[src/rtl/csa_seq_pkg.sv]
// Shared types and constants for the multi-word carry-skip sequencer.
// Imported by the sequencer top and its adder datapath.
package csa_seq_pkg;

    typedef enum logic [1:0] {
        IDLE = 2'd0,
        RUN  = 2'd1,
        DONE = 2'd2
    } state_t;

    localparam int WORD_W    = 32;
    localparam int MAX_WORDS = 16;

endpackage

[src/rtl/carry_skip_adder_32bit.sv]
// 32-bit carry-skip adder built from 4-bit ripple blocks.
// A block whose bits all propagate forwards its incoming carry directly.
module carry_skip_adder_32bit (
    input  logic [31:0] A,
    input  logic [31:0] B,
    input  logic        cin,
    output logic [31:0] sum,
    output logic        cout
);

    localparam int BLK = 4;
    localparam int NB  = 32 / BLK;

    logic [31:0] w_p;
    logic [31:0] w_g;

    assign w_p = A ^ B;
    assign w_g = A & B;

    // Ripple inside each block, skip the block when it fully propagates.
    always_comb begin
        logic cb;
        logic rc;
        sum = '0;
        cb  = cin;
        rc  = 1'b0;
        for (int k = 0; k < NB; k++) begin
            rc = cb;
            for (int j = 0; j < BLK; j++) begin
                sum[k*BLK+j] = w_p[k*BLK+j] ^ rc;
                rc = w_g[k*BLK+j] | (w_p[k*BLK+j] & rc);
            end
            cb = (&w_p[k*BLK +: BLK]) ? cb : rc;
        end
        cout = cb;
    end

endmodule

[src/rtl/csa_multiword_add_seq.sv]
// Multi-word add/subtract that reuses one 32-bit carry-skip adder,
// processing one word per cycle, least significant word first.
module csa_multiword_add_seq
    import csa_seq_pkg::*;
#(
    parameter int WORDS = 4
) (
    input  logic                  clk,
    input  logic                  rst_n,
    input  logic                  in_valid,
    output logic                  in_ready,
    input  logic [WORD_W*WORDS-1:0] a,
    input  logic [WORD_W*WORDS-1:0] b,
    input  logic                  cin,
    input  logic                  sub,
    output logic                  out_valid,
    input  logic                  out_ready,
    output logic [WORD_W*WORDS-1:0] sum,
    output logic                  cout,
    output logic                  ovf,
    output logic                  busy
);

    localparam int IDX_W = (WORDS > 1) ? $clog2(WORDS) : 1;
    localparam logic [IDX_W-1:0] LAST = IDX_W'(WORDS - 1);

    state_t              r_state;
    state_t              w_next;
    logic [WORD_W-1:0]   r_a   [WORDS];
    logic [WORD_W-1:0]   r_b   [WORDS];
    logic [WORD_W-1:0]   r_sum [WORDS];
    logic                r_carry;
    logic [IDX_W-1:0]    r_idx;

    logic [WORD_W-1:0]   w_a_word;
    logic [WORD_W-1:0]   w_b_word;
    logic [WORD_W-1:0]   w_sum;
    logic                w_cout;

    assign w_a_word = r_a[r_idx];
    assign w_b_word = r_b[r_idx];

    carry_skip_adder_32bit u_adder (
        .A    (w_a_word),
        .B    (w_b_word),
        .cin  (r_carry),
        .sum  (w_sum),
        .cout (w_cout)
    );

    // State register.
    always_ff @(posedge clk or negedge rst_n) begin
        if (!rst_n) begin
            r_state <= IDLE;
        end else begin
            r_state <= w_next;
        end
    end

    // Next-state: accept in IDLE, step words in RUN, hold in DONE.
    always_comb begin
        w_next = r_state;
        case (r_state)
            IDLE:    if (in_valid) w_next = RUN;
            RUN:     if (r_idx == LAST) w_next = DONE;
            DONE:    if (out_ready) w_next = IDLE;
            default: w_next = IDLE;
        endcase
    end

    // Operand capture, per-word result write-back and carry chaining.
    always_ff @(posedge clk or negedge rst_n) begin
        if (!rst_n) begin
            for (int i = 0; i < WORDS; i++) begin
                r_a[i]   <= '0;
                r_b[i]   <= '0;
                r_sum[i] <= '0;
            end
            r_carry <= 1'b0;
            r_idx   <= '0;
        end else begin
            case (r_state)
                IDLE: begin
                    if (in_valid) begin
                        for (int i = 0; i < WORDS; i++) begin
                            r_a[i] <= a[i*WORD_W +: WORD_W];
                            r_b[i] <= sub ? ~b[i*WORD_W +: WORD_W]
                                          :  b[i*WORD_W +: WORD_W];
                        end
                        r_carry <= sub ? 1'b1 : cin;
                        r_idx   <= '0;
                    end
                end
                RUN: begin
                    r_sum[r_idx] <= w_sum;
                    r_carry      <= w_cout;
                    if (r_idx != LAST) r_idx <= r_idx + 1'b1;
                end
                default: ;
            endcase
        end
    end

    // Flatten the word array onto the result bus.
    always_comb begin
        sum = '0;
        for (int i = 0; i < WORDS; i++) begin
            sum[i*WORD_W +: WORD_W] = r_sum[i];
        end
    end

    assign in_ready  = (r_state == IDLE);
    assign out_valid = (r_state == DONE);
    assign busy      = (r_state == RUN);
    assign cout      = r_carry;
    assign ovf       = (r_a[WORDS-1][WORD_W-1] == r_b[WORDS-1][WORD_W-1])
                    && (r_sum[WORDS-1][WORD_W-1] != r_a[WORDS-1][WORD_W-1]);

endmodule

[config.mk]
export PLATFORM = sky130hd
export DESIGN_NAME = csa_multiword_add_seq
export DESIGN_NICKNAME = d
export VERILOG_FILES = /design/src/rtl/csa_seq_pkg.sv /design/src/rtl/carry_skip_adder_32bit.sv /design/src/rtl/csa_multiword_add_seq.sv
export SDC_FILE = /design/constraint.sdc
export NUM_CORES = 1
export LEC_CHECK = 0
export CORE_MARGIN = 2
export CORE_UTILIZATION = 40
export DETAILED_ROUTE_END_ITERATION = 10
export PLACE_DENSITY = 0.77
export SETUP_SLACK_MARGIN = 0.02
export SYNTH_ARGS = -nofsm -noshare
export SYNTH_HDL_FRONTEND = slang
export SYNTH_SLANG_ARGS = --single-unit
export TNS_END_PERCENT = 30
[constraint.sdc]
create_clock -name clk -period 22.5 [get_ports clk]
set_input_delay 3.375 -clock clk [delete_from_list [all_inputs] [get_ports clk]]
set_output_delay 3.375 -clock clk [all_outputs]
set_load 0.02 [all_outputs]
==> results of run 1 <==
==> registers in the layout, summed over array words and instances, names as in the netlist <==
name / cells
cout: 1
r_b: 128
r_a: 128
r_state: 2
sum: 128
r_idx: 2
==> metal layers <==
metal	GRT usage	up-vias	wire [um]
met2	0.326	326	22700
met5	0	-	51
li1	-	5319	-
met3	0.0491	86	2740
met4	0.0774	8	1490
met1	0.273	6027	20900
==> worst max path at each step <==
stage,start,to,cells past startpoint
after floorplan,r_idx[0]$_DFFE_PN0P_,sum[127]$_DFFE_PN0P_,50
after global placement,r_idx[0]$_DFFE_PN0P_,sum[63]$_DFFE_PN0P_,49
after detailed placement,r_idx[0]$_DFFE_PN0P_,sum[63]$_DFFE_PN0P_,49
after CTS,r_idx[0]$_DFFE_PN0P_,sum[63]$_DFFE_PN0P_,49
after global routing,r_idx[0]$_DFFE_PN0P_,sum[63]$_DFFE_PN0P_,49
final,r_idx[0]$_DFFE_PN0P_,sum[63]$_DFFE_PN0P_,49
==> cells by family (layout without fill, tap and decap cells) <==
| kind of cell | Yosys count | after routing | share of synthesized area |
|---|---|---|---|
| flops | 389 | 389 | 0.535 |
| mux | 313 | 313 | 0.234 |
| simple gates | 169 | 169 | 0.0382 |
| compound gates | 153 | 153 | 0.0433 |
| xor+xnor | 128 | 128 | 0.0616 |
| buf+inv | 96 | 492 | 0.0282 |
| fa+ha+maj | 68 | 68 | 0.0600 |
| other cells | 0 | 12 | 0 |
==> final cells by class <==
| cell class | count | area share |
|---|---|---|
| Sequential cell | 389 | 0.406 |
| Timing Repair Buffer | 406 | 0.169 |
| Antenna cell | 12 | 0.00125 |
| Clock buffer | 67 | 0.0554 |
| Clock inverter | 7 | 0.00365 |
| Multi-Input combinational cell | 831 | 0.332 |
| Inverter | 12 | 0.00188 |
| Tap cell | 600 | 0.0313 |
==> power breakdown <==
group	internal, mW	switching [mW]
clock network	0.426	0.278
logic	1.11	1.28
registers	1.07	0.202
total	2.61	1.76
==> Yosys cell counts <==
cell type  instances  area share
or3_1              1     0.00034
mux2_2           186        0.12
nor2_1           135       0.028
buf_1              1     0.00021
mux4_2            64       0.079
dfrtp_1          389        0.54
a311o_2            1     0.00062
and3b_1            1     0.00048
nand4_1            4      0.0014
inv_2              1     0.00021
nand3_1            1     0.00027
nand4_2            1     0.00069
and2_1             1     0.00034
mux2_1            62       0.038
a21boi_0           1     0.00041
buf_4              5      0.0021
buf_6              7      0.0043
and4_1             3      0.0014
nand2_2            4      0.0014
nand2b_1           2     0.00069
o21ai_2            1     0.00048
clkbuf_1           6      0.0012
inv_1             11      0.0023
a31oi_1            2     0.00069
ha_1              36       0.025
buf_2             65       0.018
a21oi_1          132       0.036
nand2_1           16      0.0033
o21ai_0           14      0.0039
o21bai_1           1     0.00041
xnor2_1          128       0.062
mux2_4             1     0.00083
fa_1              32       0.035
o22a_2             1     0.00055
==> through the flow <==
stage	hold slack, ns	total power [mW]	utilization	worst slack (ns)	instances
6_report	0.481	4.37	0.532	4.75	2324
5_1_grt	0.488	4.67	0.532	3.92	2322
4_1_cts	0.484	4.42	0.531	4.45	2312
3_5_place_dp	0.472	3.70	0.500	4.47	2238
3_3_place_gp	0.462	3.59	0.500	4.75	2238
2_1_floorplan	0.452	2.73	-	6.09	1316
==> worst max-delay path: cells and delay by family (launching register included) <==
| kind | cells | cell delay [ns] |
|---|---|---|
| DFF | 1 | 0.43 |
| adders and majority gates | 31 | 13.72 |
| buffers and inverters | 3 | 0.80 |
| AOI/OAI and AO/OA | 6 | 0.80 |
| and+or+nand+nor | 7 | 0.94 |
| muxes | 2 | 0.95 |
==> layout by cell type, fill, tap and decap left out, types with 2 or more instances in the layout <==
master	synthesis	layout
clkdlybuf4s50_1	0	392
fa_1	32	32
nand2_1	16	16
clkbuf_16	0	45
mux2_1	62	62
ha_1	36	36
buf_4	5	12
a21oi_1	132	132
nor2_1	135	135
dfrtp_4	0	2
nand4_1	4	4
o21ai_0	14	14
nand2_2	4	4
xnor2_1	128	128
diode_2	0	12
inv_1	11	11
clkinv_2	0	4
clkbuf_1	6	10
a31oi_1	2	2
and4_1	3	3
dfrtp_1	389	387
nand2b_1	2	2
mux2_2	186	186
clkbuf_8	0	12
mux4_2	64	64
bufinv_16	0	2
==> impl_metrics.py, run 1 <==
metrics = {
    "run_status": {
        "status": "finished, final reports clean",
    },
    "final_layout": {
        "multi_input_area_um2": 7950,
        "nNetsFinal": 2013,
        "area_growth_pct": 31.8,
        "final-seq-area_um2": 9740,
        "nFillCells": 3809,
        "stdcell_area_um2": 24000,
        "drive_gt1_frac": 0.199,
    },
    "yosys": {
        "synth_warnings": 0,
        "synthesis.nets": 1646,
        "synthesis.area_um2": 18200,
        "seq_area_frac_synth": 0.535,
        "netlist_instances": 1316,
        "postSynthAreaPerCell_um2": 13.8,
        "yosys_register_bits": 389,
        "ys_types": 34,
    },
    "sta": {
        "skew_ns": 0.0112,
        "final-hold-violation-count": 0,
        "relSlewSlack": 0.301,
        "tightest_slew_ns": 1.05,
        "fmax_mhz": 56.3,
        "rsz0062_at_grt": "no",
        "period_share": 0.789,
        "finalSetupTns_ns": 0,
        "maxSlewViolCount": 0,
        "finalSetupViolCount": 0,
        "min_period_ns": 17.75,
    },
    "detailed_routing": {
        "vias": 11800,
        "first_pass_iters": 5,
        "viasPerCell": 5.06,
        "drtIter0Drc": 794,
        "drtAntennaViolNets": 0,
        "wirelength_um": 47800,
        "wire_per_inst_um": 20.6,
        "drc": 0,
    },
    "worst_setup_path": {
        "rrSetupSlack_ns": 4.75,
        "worstPathRequired_ns": 22.95,
        "rr_startpoint": "r_idx[0]$_DFFE_PN0P_",
        "reg2reg_to": "sum[63]$_DFFE_PN0P_",
        "arrival_ns": 18.20,
        "critical_path_class": "flip-flop to flip-flop",
        "cpMostUsedCell": "fa_1",
        "start_kind": "flip-flop",
        "r2r_cells": 49,
        "slowest_delay_ns": 0.64,
        "cpMaxStageDelayCell": "mux4_2",
        "end_kind": "flip-flop",
        "path_max_fanout": 38,
    },
    "clocking": {
        "cts-buffers-inserted": 43,
        "clockBufferDepth": 3,
        "cts_tree": "built",
        "cts.sinks": 389,
        "clk_pin_slew_ns": 0.06,
        "postCtsSetupRepairBufs": 0,
        "htreeDepth": 2,
        "cts-resized-gates": 0,
        "clock_latency_ns": 0.56,
        "ctsHoldBuffers": 0,
        "cts_root_buf": "clkbuf_16",
    },
    "die": {
        "start_util": 0.403,
        "io_pins": 395,
        "fp.coreArea_um2": 45100,
        "die_h_um": 217,
        "chipWidth_um": 217,
        "dieArea_um2": 47200,
        "rows": 78,
    },
    "global_routing": {
        "gr-total-overflow": 0,
        "antenna_found_initial": 17,
        "grt_pass1_wl_um": 73600,
        "first_global_vias": 12600,
        "track_usage": 0.205,
        "grt_max_degree": 103,
    },
    "worst_hold_path": {
        "hold_class": "flip-flop to flip-flop",
        "hp-start": "sum[0]$_DFFE_PN0P_",
        "hold_depth": 2,
        "hold_end": "sum[0]$_DFFE_PN0P_",
    },
    "power_and_ir_drop": {
        "p_per_area_nw_per_um2": 182,
        "leakagePower_nw": 9.57,
        "ir_drop_mv": 0.0990,
    },
    "placement": {
        "place.gp.congestion": 0.803,
        "io_buffers": 394,
        "hpwl_um": 34800,
        "placed_area_um2": 22500,
    },
    "flow_run": {
        "cap_violations": 0,
    },
}
(Power assumes the default switching activity.)
==> run 2, diff against run 1 <==
==> constraint.sdc (replaced) <==
create_clock -name clk -period 18 [get_ports clk]
set_input_delay 2.7 -clock clk [delete_from_list [all_inputs] [get_ports clk]]
set_output_delay 2.7 -clock clk [all_outputs]
set_load 0.02 [all_outputs]
==> run 2 against run 1 <==
  * Clock power increased by 31%
  * Non-clock buffer count up 1
  * Setup slack got worse by 4.0 ns
  * Global-route usage increased by 0.088 points
  * Combinational power increased by 26%
  * Critical endpoint is now sum[31]$_DFFE_PN0P_
==> impl_metrics.py, run 2 (synthesis gave the netlist of run 1 again) <==
metrics = {
    "global_routing": {
        "grt_pass1_wl_um": 74000,
        "grt_max_degree": 223,
        "gr-total-overflow": 0,
        "first_global_vias": 12600,
        "antenna_found_initial": 11,
        "track_usage": 0.206,
    },
    "power_and_ir_drop": {
        "leakagePower_nw": 9.62,
        "seqPwrFrac": 0.286,
        "p_per_area_nw_per_um2": 230,
        "p_sw_mw": 2.22,
        "swShare": 0.402,
        "p_clk_frac": 0.167,
        "combinationalPowerShare": 0.547,
        "ir_drop_mv": 0.115,
        "internal-power_mw": 3.31,
    },
    "sta": {
        "tightest_slew_ns": 1.16,
        "rsz0062_at_grt": "yes",
        "fmax_mhz": 57.9,
        "final-hold-violation-count": 0,
        "relSlewSlack": 0.230,
        "min_period_ns": 17.26,
        "skew_ns": 0.0254,
        "finalSetupViolCount": 0,
        "maxSlewViolCount": 0,
        "holdWs_ns": 0.482,
        "finalSetupTns_ns": 0,
        "period_share": 0.959,
    },
    "detailed_routing": {
        "first_pass_iters": 4,
        "viasPerCell": 5.09,
        "vias": 11800,
        "wire_per_inst_um": 20.6,
        "wirelength_um": 47900,
        "drtAntennaViolNets": 0,
        "drtIter0Drc": 737,
        "drc": 0,
    },
    "final_layout": {
        "area_growth_pct": 32.3,
        "nNetsFinal": 2014,
        "final_cell_mix": "clkdlybuf4s50_1, dfrtp_1, mux2_2",
        "final_cells": 2323,
        "final-seq-area_um2": 9740,
        "multi_input_area_um2": 7950,
        "nFillCells": 3822,
        "drive_gt1_frac": 0.202,
        "layout_commonest_cell": "clkdlybuf4s50_1",
    },
    "clocking": {
        "htreeDepth": 2,
        "clock_latency_ns": 0.57,
        "clockBufferDepth": 3,
        "cts.sinks": 389,
        "cts_root_buf": "clkbuf_16",
        "cts_tree": "built",
        "clk_pin_slew_ns": 0.06,
        "ctsHoldBuffers": 0,
        "cts-buffers-inserted": 43,
    },
    "worst_hold_path": {
        "hold_class": "flip-flop to flip-flop",
    },
    "flow_run": {
        "cap_violations": 0,
    },
    "worst_setup_path": {
        "cpMaxStageDelayCell": "mux4_2",
        "slowest_delay_ns": 0.54,
        "start_kind": "flip-flop",
        "path_buf_inv": 4,
        "path_max_fanout": 5,
        "arrival_ns": 17.72,
        "critical_path_class": "flip-flop to flip-flop",
        "worstPathRequired_ns": 18.46,
        "end_kind": "flip-flop",
        "cp_top_family": "adder cells",
        "cpMostUsedCell": "fa_1",
        "rrSetupSlack_ns": 0.74,
    },
    "placement": {
        "placed_cells": 2237,
        "io_buffers": 394,
        "hpwl_um": 34600,
        "place.gp.congestion": 0.803,
    },
    "die": {
        "rows": 78,
        "fp.coreArea_um2": 45100,
        "die_h_um": 217,
        "start_util": 0.403,
        "io_pins": 395,
        "chipWidth_um": 217,
        "dieArea_um2": 47200,
    },
    "run_status": {
        "status": "finished, final reports clean",
    },
}
-- run 2: cell types whose count changed in the layout (fill, tap and decap cells not counted), sizes merged --
cell,previous run,this run
clkbuf,67,60
diode,12,6
clkinv,4,9
bufinv,2,6
inv,12,14
buf,14,15
-- run 2: final cells by class --
type,instances,share of cell area
Sequential cell,389,0.405
Multi-Input combinational cell,831,0.330
Timing Repair Buffer,407,0.169
Clock buffer,60,0.0507
Tap cell,600,0.0312
Clock inverter,18,0.0112
Inverter,12,0.00187
Antenna cell,6,0.000624
-- run 2: power groups by stage --
stage          registers (mW)  clock network, mW  logic, mW
6_report                 1.58              0.923       3.02
5_1_grt                  1.63              0.982       3.30
4_1_cts                  1.58              0.947       3.06
3_5_place_dp             1.59                  0       3.04
3_3_place_gp             1.56                  0       2.94
2_1_floorplan            1.69                  0       1.72
-- run 2: path summary, 6_finish.rpt --
check | to | cells past startpoint | start
setup / recovery | sum[31]$_DFFE_PN0P_ | 51 | r_idx[0]$_DFFE_PN0P_
hold / removal | r_a[121]$_DFFE_PN0P_ | 1 | r_a[121]$_DFFE_PN0P_
setup reg to reg | sum[31]$_DFFE_PN0P_ | 51 | r_idx[0]$_DFFE_PN0P_
hold reg to reg | r_a[121]$_DFFE_PN0P_ | 1 | r_a[121]$_DFFE_PN0P_
max in group asynchronous | r_b[59]$_DFFE_PN0P_ | 2 | rst_n
min in group asynchronous | r_b[31]$_DFFE_PN0P_ | 1 | rst_n
-- run 2: per-stage QoR --
stage / util / total power, mW / area [um2] / worst slack [ns]
CTS: 0.533 / 5.58 / 24000 / 0.386
finish: 0.534 / 5.52 / 24100 / 0.739
global placement: 0.500 / 4.50 / 22500 / 0.672
floorplan: - / 3.41 / 18200 / 1.59
detailed placement: 0.500 / 4.63 / 22500 / 0.450
global route: 0.534 / 5.91 / 24100 / 0.0101
-- run 2: repair_timing --
| action | 4_1_cts | 5_1_grt |
|---|---|---|
| gates resized for setup | 0 | 3 |
| setup endpoints to repair | 0 | 4 |
| setup buffers | 0 | 2 |
-- run 2: routing by layer --
metal,vias to the layer above,part of all wire,global-route usage
met5,-,0.0013,0
met4,10,0.027,0.0644
met3,84,0.051,0.0437
met2,316,0.48,0.334
met1,6097,0.44,0.277
li1,5325,-,-
